`src/rtl/sfx_note_sequencer_pkg.sv`:
```
// Shared types for the sound-effect sequencer: FSM states, effect ids and ROM entry layout.
package sfx_note_sequencer_pkg;

  localparam int unsigned HpW  = 19;
  localparam int unsigned DurW = 10;

  localparam logic [1:0] SFX_REVEAL = 2'd0;
  localparam logic [1:0] SFX_FLAG   = 2'd1;
  localparam logic [1:0] SFX_MINE   = 2'd2;
  localparam logic [1:0] SFX_WIN    = 2'd3;

  typedef enum logic [1:0] {
    StIdle,
    StLoad,
    StPlay,
    StGap
  } state_e;

  typedef struct packed {
    logic [HpW-1:0]  hp;
    logic [DurW-1:0] dur;
    logic            last;
  } rom_entry_t;

  function automatic rom_entry_t mk_entry(int unsigned hp, int unsigned dur, logic last);
    rom_entry_t e;
    e.hp   = HpW'(hp);
    e.dur  = DurW'(dur);
    e.last = last;
    return e;
  endfunction

endpackage

```
`src/rtl/sfx_note_sequencer_if.sv`:
```
// Game-side request/status and DAC write-port signals of the sound-effect sequencer.
interface sfx_note_sequencer_if #(
  parameter int unsigned HP_W = 19
);
  logic            sfx_req;
  logic [1:0]      sfx_id;
  logic            mute;
  logic            audio_out_allowed;
  logic            write_audio_out;
  logic [31:0]     left_channel_audio_out;
  logic [31:0]     right_channel_audio_out;
  logic            busy;
  logic            sfx_done;
  logic [HP_W-1:0] cur_half_period;

  modport master (
    output sfx_req, sfx_id, mute, audio_out_allowed,
    input  write_audio_out, left_channel_audio_out, right_channel_audio_out,
    input  busy, sfx_done, cur_half_period
  );

  modport slave (
    input  sfx_req, sfx_id, mute, audio_out_allowed,
    output write_audio_out, left_channel_audio_out, right_channel_audio_out,
    output busy, sfx_done, cur_half_period
  );
endinterface

```
`src/rtl/sfx_note_sequencer_rom.sv`:
```
// Combinational note table: (effect id, note index) -> {half period, duration, last flag}.
module sfx_note_rom
  import sfx_note_sequencer_pkg::*;
(
  input  logic [1:0] sfx_id,
  input  logic [1:0] note_idx,
  output rom_entry_t entry
);

  always_comb begin
    entry = mk_entry(0, 1, 1'b1);
    unique case ({sfx_id, note_idx})
      {SFX_REVEAL, 2'd0}: entry = mk_entry(95555,  60, 1'b1);
      {SFX_FLAG,   2'd0}: entry = mk_entry(85132,  80, 1'b0);
      {SFX_FLAG,   2'd1}: entry = mk_entry(50620,  80, 1'b1);
      {SFX_MINE,   2'd0}: entry = mk_entry(50620, 100, 1'b0);
      {SFX_MINE,   2'd1}: entry = mk_entry(0,      50, 1'b0);
      {SFX_MINE,   2'd2}: entry = mk_entry(85132, 100, 1'b0);
      {SFX_MINE,   2'd3}: entry = mk_entry(95555, 300, 1'b1);
      {SFX_WIN,    2'd0}: entry = mk_entry(95555, 100, 1'b0);
      {SFX_WIN,    2'd1}: entry = mk_entry(85132, 100, 1'b0);
      {SFX_WIN,    2'd2}: entry = mk_entry(50620, 100, 1'b0);
      {SFX_WIN,    2'd3}: entry = mk_entry(47778, 200, 1'b1);
      default: ;
    endcase
  end

endmodule

```
`src/rtl/sfx_note_sequencer.sv`:
```
// Sound-effect sequencer: plays a ROM note list as a +/-AMPL square wave into the DAC write port.
module sfx_note_sequencer
  import sfx_note_sequencer_pkg::*;
#(
  parameter int unsigned TICK_DIV  = 50000,
  parameter int unsigned GAP_TICKS = 10,
  parameter logic [31:0] AMPL      = 32'd10000000,
  parameter int unsigned HP_W      = HpW,
  parameter int unsigned DUR_W     = DurW
) (
  input logic                 CLOCK_50,
  input logic                 reset,
  sfx_note_sequencer_if.slave bus
);

  localparam int unsigned TickW = (TICK_DIV > 1) ? $clog2(TICK_DIV) : 1;
  localparam int unsigned CntW  = DUR_W + 1;

  state_e            state_q, state_d;
  logic [1:0]        id_q, id_d;
  logic [1:0]        note_idx_q, note_idx_d;
  logic [HP_W-1:0]   hp_q, hp_d;
  logic [HP_W-1:0]   hp_cnt_q, hp_cnt_d;
  logic [DUR_W-1:0]  dur_q, dur_d;
  logic [DUR_W-1:0]  dur_cnt_q, dur_cnt_d;
  logic              last_q, last_d;
  logic              sq_q, sq_d;
  logic [TickW-1:0]  tick_cnt_q, tick_cnt_d;
  logic [31:0]       sample_q, sample_d;

  rom_entry_t        rom_entry;
  logic              timed;
  logic              tick;
  logic [CntW-1:0]   dur_cnt_inc;
  logic              play_end;
  logic              gap_end;
  logic              done_fire;
  logic              preempt;

  sfx_note_rom u_rom (
    .sfx_id  (id_q),
    .note_idx(note_idx_q),
    .entry   (rom_entry)
  );

  assign timed       = (state_q == StPlay) || (state_q == StGap);
  assign tick        = timed && (tick_cnt_q == TickW'(TICK_DIV - 1));
  assign dur_cnt_inc = {1'b0, dur_cnt_q} + CntW'(1);
  assign play_end    = (state_q == StPlay) && tick && (dur_cnt_inc >= {1'b0, dur_q});
  // dur_cnt doubles as the gap tick counter once the note has ended
  assign gap_end     = (state_q == StGap) && tick && (dur_cnt_inc >= CntW'(GAP_TICKS));
  assign done_fire   = gap_end && last_q;
  assign preempt     = bus.sfx_req && (state_q != StIdle) && (bus.sfx_id > id_q);

  always_comb begin
    state_d    = state_q;
    id_d       = id_q;
    note_idx_d = note_idx_q;
    hp_d       = hp_q;
    hp_cnt_d   = hp_cnt_q;
    dur_d      = dur_q;
    dur_cnt_d  = dur_cnt_q;
    last_d     = last_q;
    sq_d       = sq_q;
    tick_cnt_d = '0;
    if (timed) begin
      tick_cnt_d = tick ? '0 : tick_cnt_q + TickW'(1);
    end

    unique case (state_q)
      StIdle: begin
        if (bus.sfx_req) begin
          state_d    = StLoad;
          id_d       = bus.sfx_id;
          note_idx_d = 2'd0;
        end
      end
      StLoad: begin
        state_d   = StPlay;
        hp_d      = HP_W'(rom_entry.hp);
        dur_d     = DUR_W'(rom_entry.dur);
        last_d    = rom_entry.last;
        hp_cnt_d  = '0;
        dur_cnt_d = '0;
        sq_d      = 1'b0;
      end
      StPlay: begin
        if (hp_q == '0) begin
          hp_cnt_d = '0;
        end else if (hp_cnt_q == hp_q - HP_W'(1)) begin
          hp_cnt_d = '0;
          sq_d     = ~sq_q;
        end else begin
          hp_cnt_d = hp_cnt_q + HP_W'(1);
        end
        if (tick) begin
          dur_cnt_d = play_end ? '0 : dur_cnt_inc[DUR_W-1:0];
        end
        if (play_end) begin
          state_d = StGap;
        end
      end
      StGap: begin
        if (tick) begin
          dur_cnt_d = dur_cnt_inc[DUR_W-1:0];
        end
        if (gap_end) begin
          if (last_q) begin
            state_d = StIdle;
          end else begin
            state_d    = StLoad;
            note_idx_d = note_idx_q + 2'd1;
          end
        end
      end
      default: state_d = StIdle;
    endcase

    // Completion accepts any request; otherwise only a higher id may take over.
    if ((done_fire && bus.sfx_req) || (!done_fire && preempt)) begin
      state_d    = StLoad;
      id_d       = bus.sfx_id;
      note_idx_d = 2'd0;
    end
  end

  always_comb begin
    sample_d = 32'd0;
    if ((state_q == StPlay) && (hp_q != '0) && !bus.mute) begin
      sample_d = sq_q ? AMPL : (~AMPL + 32'd1);
    end
  end

  always_ff @(posedge CLOCK_50) begin
    if (reset) begin
      state_q    <= StIdle;
      id_q       <= 2'd0;
      note_idx_q <= 2'd0;
      hp_q       <= '0;
      hp_cnt_q   <= '0;
      dur_q      <= '0;
      dur_cnt_q  <= '0;
      last_q     <= 1'b0;
      sq_q       <= 1'b0;
      tick_cnt_q <= '0;
      sample_q   <= 32'd0;
    end else begin
      state_q    <= state_d;
      id_q       <= id_d;
      note_idx_q <= note_idx_d;
      hp_q       <= hp_d;
      hp_cnt_q   <= hp_cnt_d;
      dur_q      <= dur_d;
      dur_cnt_q  <= dur_cnt_d;
      last_q     <= last_d;
      sq_q       <= sq_d;
      tick_cnt_q <= tick_cnt_d;
      sample_q   <= sample_d;
    end
  end

  assign bus.write_audio_out         = bus.audio_out_allowed & ~reset;
  assign bus.left_channel_audio_out  = sample_q;
  assign bus.right_channel_audio_out = sample_q;
  assign bus.busy                    = (state_q != StIdle);
  assign bus.sfx_done                = done_fire & ~reset;
  assign bus.cur_half_period         = (state_q == StPlay) ? hp_q : '0;

endmodule

```
`src/flat_wrapper.sv`:
```
// flat-port wrapper written by rule: the top's interface ports become plain ports
module sfx_note_sequencer_flat import sfx_note_sequencer_pkg::*;
#(
  parameter int unsigned TICK_DIV  = 50000,
  parameter int unsigned GAP_TICKS = 10,
  parameter logic [31:0] AMPL      = 32'd10000000,
  parameter int unsigned HP_W      = HpW,
  parameter int unsigned DUR_W     = DurW
)
  (CLOCK_50, reset, bus_sfx_req, bus_sfx_id, bus_mute, bus_audio_out_allowed, bus_write_audio_out, bus_left_channel_audio_out, bus_right_channel_audio_out, bus_busy, bus_sfx_done, bus_cur_half_period);
  sfx_note_sequencer_if #(.HP_W(HP_W)) bus_i ();
  input logic CLOCK_50;
  input logic reset;
  input wire logic [$bits(bus_i.sfx_req)-1:0] bus_sfx_req;
  input wire logic [$bits(bus_i.sfx_id)-1:0] bus_sfx_id;
  input wire logic [$bits(bus_i.mute)-1:0] bus_mute;
  input wire logic [$bits(bus_i.audio_out_allowed)-1:0] bus_audio_out_allowed;
  output wire logic [$bits(bus_i.write_audio_out)-1:0] bus_write_audio_out;
  output wire logic [$bits(bus_i.left_channel_audio_out)-1:0] bus_left_channel_audio_out;
  output wire logic [$bits(bus_i.right_channel_audio_out)-1:0] bus_right_channel_audio_out;
  output wire logic [$bits(bus_i.busy)-1:0] bus_busy;
  output wire logic [$bits(bus_i.sfx_done)-1:0] bus_sfx_done;
  output wire logic [$bits(bus_i.cur_half_period)-1:0] bus_cur_half_period;
  assign bus_i.sfx_req = bus_sfx_req;
  assign bus_i.sfx_id = bus_sfx_id;
  assign bus_i.mute = bus_mute;
  assign bus_i.audio_out_allowed = bus_audio_out_allowed;
  assign bus_write_audio_out = bus_i.write_audio_out;
  assign bus_left_channel_audio_out = bus_i.left_channel_audio_out;
  assign bus_right_channel_audio_out = bus_i.right_channel_audio_out;
  assign bus_busy = bus_i.busy;
  assign bus_sfx_done = bus_i.sfx_done;
  assign bus_cur_half_period = bus_i.cur_half_period;
  sfx_note_sequencer #(.TICK_DIV(TICK_DIV), .GAP_TICKS(GAP_TICKS), .AMPL(AMPL), .HP_W(HP_W), .DUR_W(DUR_W)) u_core (.CLOCK_50(CLOCK_50), .reset(reset), .bus(bus_i));
endmodule
```
`config.mk`:
```
export PLATFORM = sky130hd
export DESIGN_NAME = sfx_note_sequencer_flat
export DESIGN_NICKNAME = d
export VERILOG_FILES = /design/src/rtl/sfx_note_sequencer_pkg.sv /design/src/rtl/sfx_note_sequencer_if.sv /design/src/rtl/sfx_note_sequencer_rom.sv /design/src/rtl/sfx_note_sequencer.sv /design/src/flat_wrapper.sv
export SDC_FILE = /design/constraint.sdc
export NUM_CORES = 1
export LEC_CHECK = 0
export CAP_MARGIN = 20
export CORE_MARGIN = 2
export CORE_UTILIZATION = 55
export CTS_CLUSTER_DIAMETER = 30
export DETAILED_ROUTE_END_ITERATION = 8
export PLACE_DENSITY = 0.86
export SLEW_MARGIN = 20
export SYNTH_ARGS = -nofsm -noshare
export SYNTH_HDL_FRONTEND = slang
export SYNTH_SLANG_ARGS = --single-unit
```
`constraint.sdc`:
```
create_clock -name CLOCK_50 -period 6.2 [get_ports CLOCK_50]
set_input_delay 0.62 -clock CLOCK_50 [delete_from_list [all_inputs] [get_ports CLOCK_50]]
set_output_delay 0.62 -clock CLOCK_50 [all_outputs]
set_load 0.03 [all_outputs]
```
==> results.json, run 1 <==
{
  "clk_path_buf_depth": 2,
  "p_leak_nw": 2.14,
  "ys_types": 64,
  "first_global_vias": 4084,
  "htree_num_levels": 3,
  "grt_pass1_wl_um": 19300,
  "synth_top_area_frac": 0.279,
  "rows": 36,
  "crit_path_end_kind": "output port",
  "chipHeight_um": 103,
  "path_clk_slew_ns": 0.08,
  "hpwl_um": 9180,
  "grt_overflow": 0,
  "ys_top_cells_by_area": "dfxtp_1, buf_4, ha_1",
  "vias": 4790,
  "clockRootBuffer": "clkbuf_8",
  "power_mw": 1.88,
  "start_util": 0.558,
  "drtIter0Drc": 305,
  "drt-vias-per-instance": 5.75,
  "post_route_cells_drive_above_1_share": 0.0514,
  "die-area_um2": 10600,
  "cap_viol_max_count": 0,
  "drc": 0,
  "synth_area_leader_cell": "dfxtp_1",
  "hold_viol_final": 0,
  "final_antenna_net_count": 0,
  "dieWidth_um": 103,
  "fmax_ghz": 0.255,
  "path_max_fanout": 5,
  "path_class": "reg2out",
  "synth_flop_cell": "dfxtp_1",
  "insertion_delay_ns": 0.36,
  "setup_tns_ns": 0,
  "synthCells": 694,
  "port-buffer-count": 76,
  "cts.sinks": 75,
  "peakVddDrop_v": 0.000207,
  "skew_ns": 0.00746,
  "start_kind": "flip-flop",
  "fin_crit_ns": 3.93,
  "synthTopCellsByCount": "dfxtp_1, buf_4, nand2_1, nor2_1, inv_1",
  "min_path_type": "reg2reg",
  "cp.required_ns": 5.58,
  "worstPathArrival_ns": 3.31,
  "setup_viol": 0,
  "async_flop_share": 0,
  "cts-resized-gates": 0,
  "wl_per_cell_um": 14.9,
  "drt-total-wl_um": 12400,
  "numCtsBuffers": 9,
  "post_cts_buffers": 0,
  "synth_edf_count": 0,
  "place_congestion": 1.04,
  "yosys.cell_count.top_type": "dfxtp_1",
  "avgSynthCellArea_um2": 7.76,
  "status": "finished, final reports clean",
  "relSlewSlack": 0.326,
  "power_density_nw_per_um2": 318,
  "ys_ff_latch": 75,
  "layout.nets": 726,
  "period_share": 0.633,
  "syn_to_final_growth_pct": 9.86,
  "coreArea_um2": 9640,
  "track_usage": 0.228,
  "drt_pass1_iterations": 7,
  "finalMaxSlewViolations": 0,
  "netlist_area_um2": 5380,
  "hold_buffers": 0,
  "yosysWarningCount": 0,
  "diodes": 0,
  "antenna_found_initial": 0,
  "rsz0062_at_grt": "no",
  "io_pins": 93,
  "worst_pin_slew_ns": 1.01,
  "yosysSeqAreaShare": 0.279,
  "grt_max_degree": 41,
  "tritoncts": "built"
}
-- metrics by stage --
| step | cell area (um2) | cells | hold WS (ns) | utilization | worst slack (ns) |
|---|---|---|---|---|---|
| 2_1_floorplan | 5440 | 709 | 0.413 | - | 3.24 |
| 3_3_place_gp | 5720 | 817 | 0.426 | 0.593 | 2.63 |
| 3_5_place_dp | 5720 | 817 | 0.438 | 0.593 | 2.49 |
| 4_1_cts | 5910 | 833 | 0.450 | 0.613 | 2.28 |
| 5_1_grt | 5910 | 833 | 0.503 | 0.613 | 2.10 |
| 6_report | 5910 | 833 | 0.449 | 0.613 | 2.27 |
-- worst paths after layout --
| check | startpoint | endpoint | slack (ns) | cells after the start |
|---|---|---|---|---|
| worst max-delay path | u_core.dur_cnt_q[1]$_SDFFE_PP0P_ | bus_sfx_done | 2.27 | 9 |
| worst min-delay path | u_core.tick_cnt_q[0]$_SDFF_PP0_ | u_core.tick_cnt_q[0]$_SDFF_PP0_ | 0.45 | 1 |
| worst max register to register | u_core.hp_q[13]$_SDFFE_PP0N_ | u_core.hp_cnt_q[9]$_SDFFE_PP0P_ | 2.36 | 10 |
| worst min register to register | u_core.tick_cnt_q[0]$_SDFF_PP0_ | u_core.tick_cnt_q[0]$_SDFF_PP0_ | 0.45 | 1 |
-- cells by family after synthesis --
family | Yosys count | share of synthesized area
other cells | 1 | 0.000697
fa+ha+maj | 24 | 0.0558
compound gates | 128 | 0.152
simple gates | 265 | 0.269
xor+xnor | 42 | 0.0683
buf+inv | 148 | 0.154
mux | 11 | 0.0207
flops | 75 | 0.279
-- flip-flops by register name, summed over array words and instances (netlist names) --
name / flops
u_core.bus.left_channel_audio_out: 3
u_core.dur_cnt_q: 10
u_core.dur_q: 8
u_core.hp_cnt_q: 19
u_core.hp_q: 11
u_core.id_q: 2
u_core.last_q: 1
u_core.note_idx_q: 2
u_core.sq_q: 1
u_core.state_q: 2
u_core.tick_cnt_q: 16
-- metal layers --
| layer | vias up | wire length (um) | track usage | share of wire |
|---|---|---|---|---|
| met1 | 2209 | 5550 | 0.300 | 0.45 |
| met4 | 0 | 297 | 0.0921 | 0.024 |
| met3 | 25 | 937 | 0.0441 | 0.076 |
| met2 | 223 | 5590 | 0.368 | 0.45 |
| li1 | 2333 | - | - | - |
| met5 | - | 0 | 0 | 0 |
-- worst max-delay path: stages (launching register included) --
cell and delay (ns):
dfxtp_1 0.39, inv_1 0.07, ha_1 0.35, or3b_2 0.45
a21oi_1 0.18, o31ai_1 0.08, a2111o_1 0.48, and3b_1 0.21
nor2b_1 0.13, clkdlybuf4s50_1 0.61
-- power breakdown --
group          leakage, nW  internal (mW)  switching (mW)
Combinational         1.44          0.368           0.521
Sequential           0.607          0.527          0.0838
Clock               0.0966          0.187           0.193
Total                 2.14           1.08           0.798
-- cell type report --
type | instances | area (um2)
well taps | 133 | 166
repair buffers | 77 | 768
clock inverters | 6 | 65.1
flip-flops and latches | 75 | 1500
fillers | 859 | 3730
clock buffers | 10 | 128
inverters | 46 | 173
multi-input cells | 486 | 3110
-- layout by cell type (no fill, tap or decap), drive strengths merged, types with 4 or more instances in the layout --
cell type,count
a211o,4
a211oi,8
a21oi,38
a31oi,13
and2,12
and3,12
clkbuf,10
clkdlybuf4s50,76
conb,16
dfxtp,75
ha,24
inv,47
mux2i,10
nand2,57
nand2b,21
nand3,36
nand4,16
nor2,51
nor2b,5
nor3,13
nor4,10
nor4b,4
o21ai,23
o22ai,13
or2,4
or3,7
xnor2,21
xor2,21
Note: power is estimated with default switching activity, not from simulation.
==> run 2, diff against run 1 <==
--- a/config.mk
+++ b/config.mk
@@ -7,10 +7,10 @@
 export LEC_CHECK = 0
 export CAP_MARGIN = 20
 export CORE_MARGIN = 2
-export CORE_UTILIZATION = 55
+export CORE_UTILIZATION = 49
 export CTS_CLUSTER_DIAMETER = 30
 export DETAILED_ROUTE_END_ITERATION = 8
-export PLACE_DENSITY = 0.86
+export PLACE_DENSITY = 0.81
 export SLEW_MARGIN = 20
 export SYNTH_ARGS = -nofsm -noshare
 export SYNTH_HDL_FRONTEND = slang
==> constraint.sdc (replaced) <==
create_clock -name CLOCK_50 -period 3.4 [get_ports CLOCK_50]
set_input_delay 0.34 -clock CLOCK_50 [delete_from_list [all_inputs] [get_ports CLOCK_50]]
set_output_delay 0.34 -clock CLOCK_50 [all_outputs]
set_load 0.03 [all_outputs]
==> run 2 against run 1 <==
Register-to-register slack got worse by 2.3 ns; sequential cell count stayed put; worst hold slack better by 0.011 ns; final area is 1.5% higher; global-route usage shrank 1.4 points; clock power increased by 67%; non-clock buffer count is 11 higher; die area grew 12%; worst setup slack got worse by 2.2 ns; critical path type is now reg2reg; clock skew increased by 0.0096 ns; critical endpoint is now u_core.dur_cnt_q[6]$_SDFFE_PP0P_; combinational power grew 91%.
==> results.json, run 2 (same netlist as run 1, synthesis figures left out) <==
{
  "status": "finished, final reports clean",
  "port-buffer-count": 76,
  "grt_max_degree": 35,
  "grt_pass1_wl_um": 20200,
  "reg.largest.list": "u_core.hp_cnt_q: 19 flops, u_core.tick_cnt_q: 16 flops, u_core.hp_q: 11 flops",
  "io_pins": 93,
  "die-area_um2": 11800,
  "place_congestion": 0.947,
  "relSlewSlack": 0.304,
  "path_class": "reg2reg",
  "post_route_cells_drive_above_1_share": 0.0689,
  "critPathMaxStageDelay_ns": 0.40,
  "fin_util": 0.556,
  "grt_use_met2": 0.356,
  "htree_num_levels": 3,
  "insertion_delay_ns": 0.37,
  "setup_tns_ns": 0,
  "start_util": 0.499,
  "skew_ns": 0.0171,
  "power_density_nw_per_um2": 569,
  "path_clk_slew_ns": 0.09,
  "finalMaxSlewViolations": 0,
  "layout.nets": 737,
  "drc": 0,
  "drt-total-wl_um": 12600,
  "layout_common_cells": "clkdlybuf4s50_1, dfxtp_1, nand2_1",
  "p_leak_nw": 2.19,
  "coreArea_um2": 10800,
  "tritoncts": "built",
  "top_usage_layer": "met2",
  "final_common_cell": "clkdlybuf4s50_1",
  "post_cts_buffers": 0,
  "wl_per_cell_um": 14.8,
  "antenna_found_initial": 0,
  "hold_viol_final": 0,
  "dieWidth_um": 109,
  "setup_viol": 0,
  "grt.met3_usage": 0.0436,
  "drt_pass1_iterations": 6,
  "chipHeight_um": 109,
  "drt-vias-per-instance": 5.69,
  "crit_path_end_kind": "flip-flop",
  "cap_viol_max_count": 0,
  "rows": 38,
  "fin_crit_ns": 3.32,
  "worst_pin_slew_ns": 1.04,
  "clk_path_buf_depth": 2,
  "numCtsBuffers": 9,
  "crit_path_top_delay_cell": "dfxtp_1",
  "final_antenna_net_count": 0,
  "path_delay_family": "compound AO/OA/AOI/OAI gates",
  "syn_to_final_growth_pct": 11.5,
  "met1_usage": 0.274,
  "grt_overflow": 0,
  "cp.buffers_inverters": 1,
  "largest_register_ffs": 19,
  "vias": 4840,
  "track_usage": 0.214,
  "clockRootBuffer": "clkbuf_8",
  "crit_chain": "ha_2, nand4_1, nor2_1, xor2_1, ha_1, a211o_1, a211oi_1, a211oi_1, buf_4, a211o_1, or3_1, nand3_1",
  "min_path_type": "reg2reg",
  "cp.required_ns": 3.72,
  "drtIter0Drc": 470,
  "path_max_fanout": 8,
  "cts.sinks": 75,
  "period_share": 0.977,
  "regMostFlops": "u_core.hp_cnt_q",
  "fillers": 968,
  "first_global_vias": 4314,
  "peakVddDrop_v": 0.000269,
  "worstPathArrival_ns": 3.64,
  "hpwl_um": 9370,
  "start_kind": "flip-flop",
  "fmax_ghz": 0.301,
  "diodes": 0
}
-- run 2: path summary, 6_finish.rpt --
check / start / to / slack, ns / depth (start not counted)
max: u_core.dur_cnt_q[1]$_SDFFE_PP0P_ / u_core.dur_cnt_q[6]$_SDFFE_PP0P_ / 0.08 / 12
min: u_core.tick_cnt_q[0]$_SDFF_PP0_ / u_core.tick_cnt_q[0]$_SDFF_PP0_ / 0.46 / 1
max reg2reg: u_core.dur_cnt_q[1]$_SDFFE_PP0P_ / u_core.dur_cnt_q[6]$_SDFFE_PP0P_ / 0.08 / 12
min reg2reg: u_core.tick_cnt_q[0]$_SDFF_PP0_ / u_core.tick_cnt_q[0]$_SDFF_PP0_ / 0.46 / 1
-- run 2: metal layers --
metal / part of all wire / vias to the layer above
li1: - / 2346
met1: 0.43 / 2261
met2: 0.48 / 208
met3: 0.074 / 25
met4: 0.021 / 0
met5: 0 / -
-- run 2: cell type report --
| class | instances | area, um2 | share of cell area |
|---|---|---|---|
| multi-input combinational | 486 | 3120 | 0.519 |
| clock buffer | 10 | 128 | 0.0213 |
| sequential | 75 | 1500 | 0.250 |
| clock inverter | 6 | 47.5 | 0.00792 |
| timing repair buffer | 88 | 858 | 0.143 |
| tap | 140 | 175 | 0.0292 |
| inverter | 46 | 173 | 0.0288 |
-- run 2: what timing repair did --
item,4_1_cts,5_1_grt
hold buffers,0,0
resized for setup,2,4
gates cloned,0,0
endpoints found under the setup margin,1,8
pin swaps,0,0
-- run 2: stage by stage --
| step | hold slack [ns] | total power, mW | area (um2) | worst slack [ns] | std cells |
|---|---|---|---|---|---|
| CTS | 0.461 | 3.40 | 5990 | 0.00205 | 851 |
| detailed placement | 0.440 | 2.76 | 5820 | 0.155 | 835 |
| global placement | 0.424 | 2.72 | 5820 | 0.237 | 835 |
| finish | 0.460 | 3.41 | 6000 | 0.0773 | 851 |
| global route | 0.466 | 3.64 | 6000 | -0.0311 | 851 |
| floorplan | 0.413 | 2.43 | 5440 | 0.440 | 709 |
-- run 2: worst register-to-register path, cell delays in order, from the launching register on --
cell and delay, ns:
dfxtp_1 0.40, ha_2 0.29, nand4_1 0.15, nor2_1 0.14, xor2_1 0.27, ha_1 0.31
a211o_1 0.33, a211oi_1 0.30, a211oi_1 0.09, buf_4 0.18, a211o_1 0.38, or3_1 0.34
nand3_1 0.08
-- run 2: power by group --
part | internal (mW) | switching [mW] | total, mW
Clock | 0.273 | 0.363 | 0.635
Combinational | 0.717 | 0.985 | 1.70
Sequential | 0.962 | 0.114 | 1.08
Total | 1.95 | 1.46 | 3.41
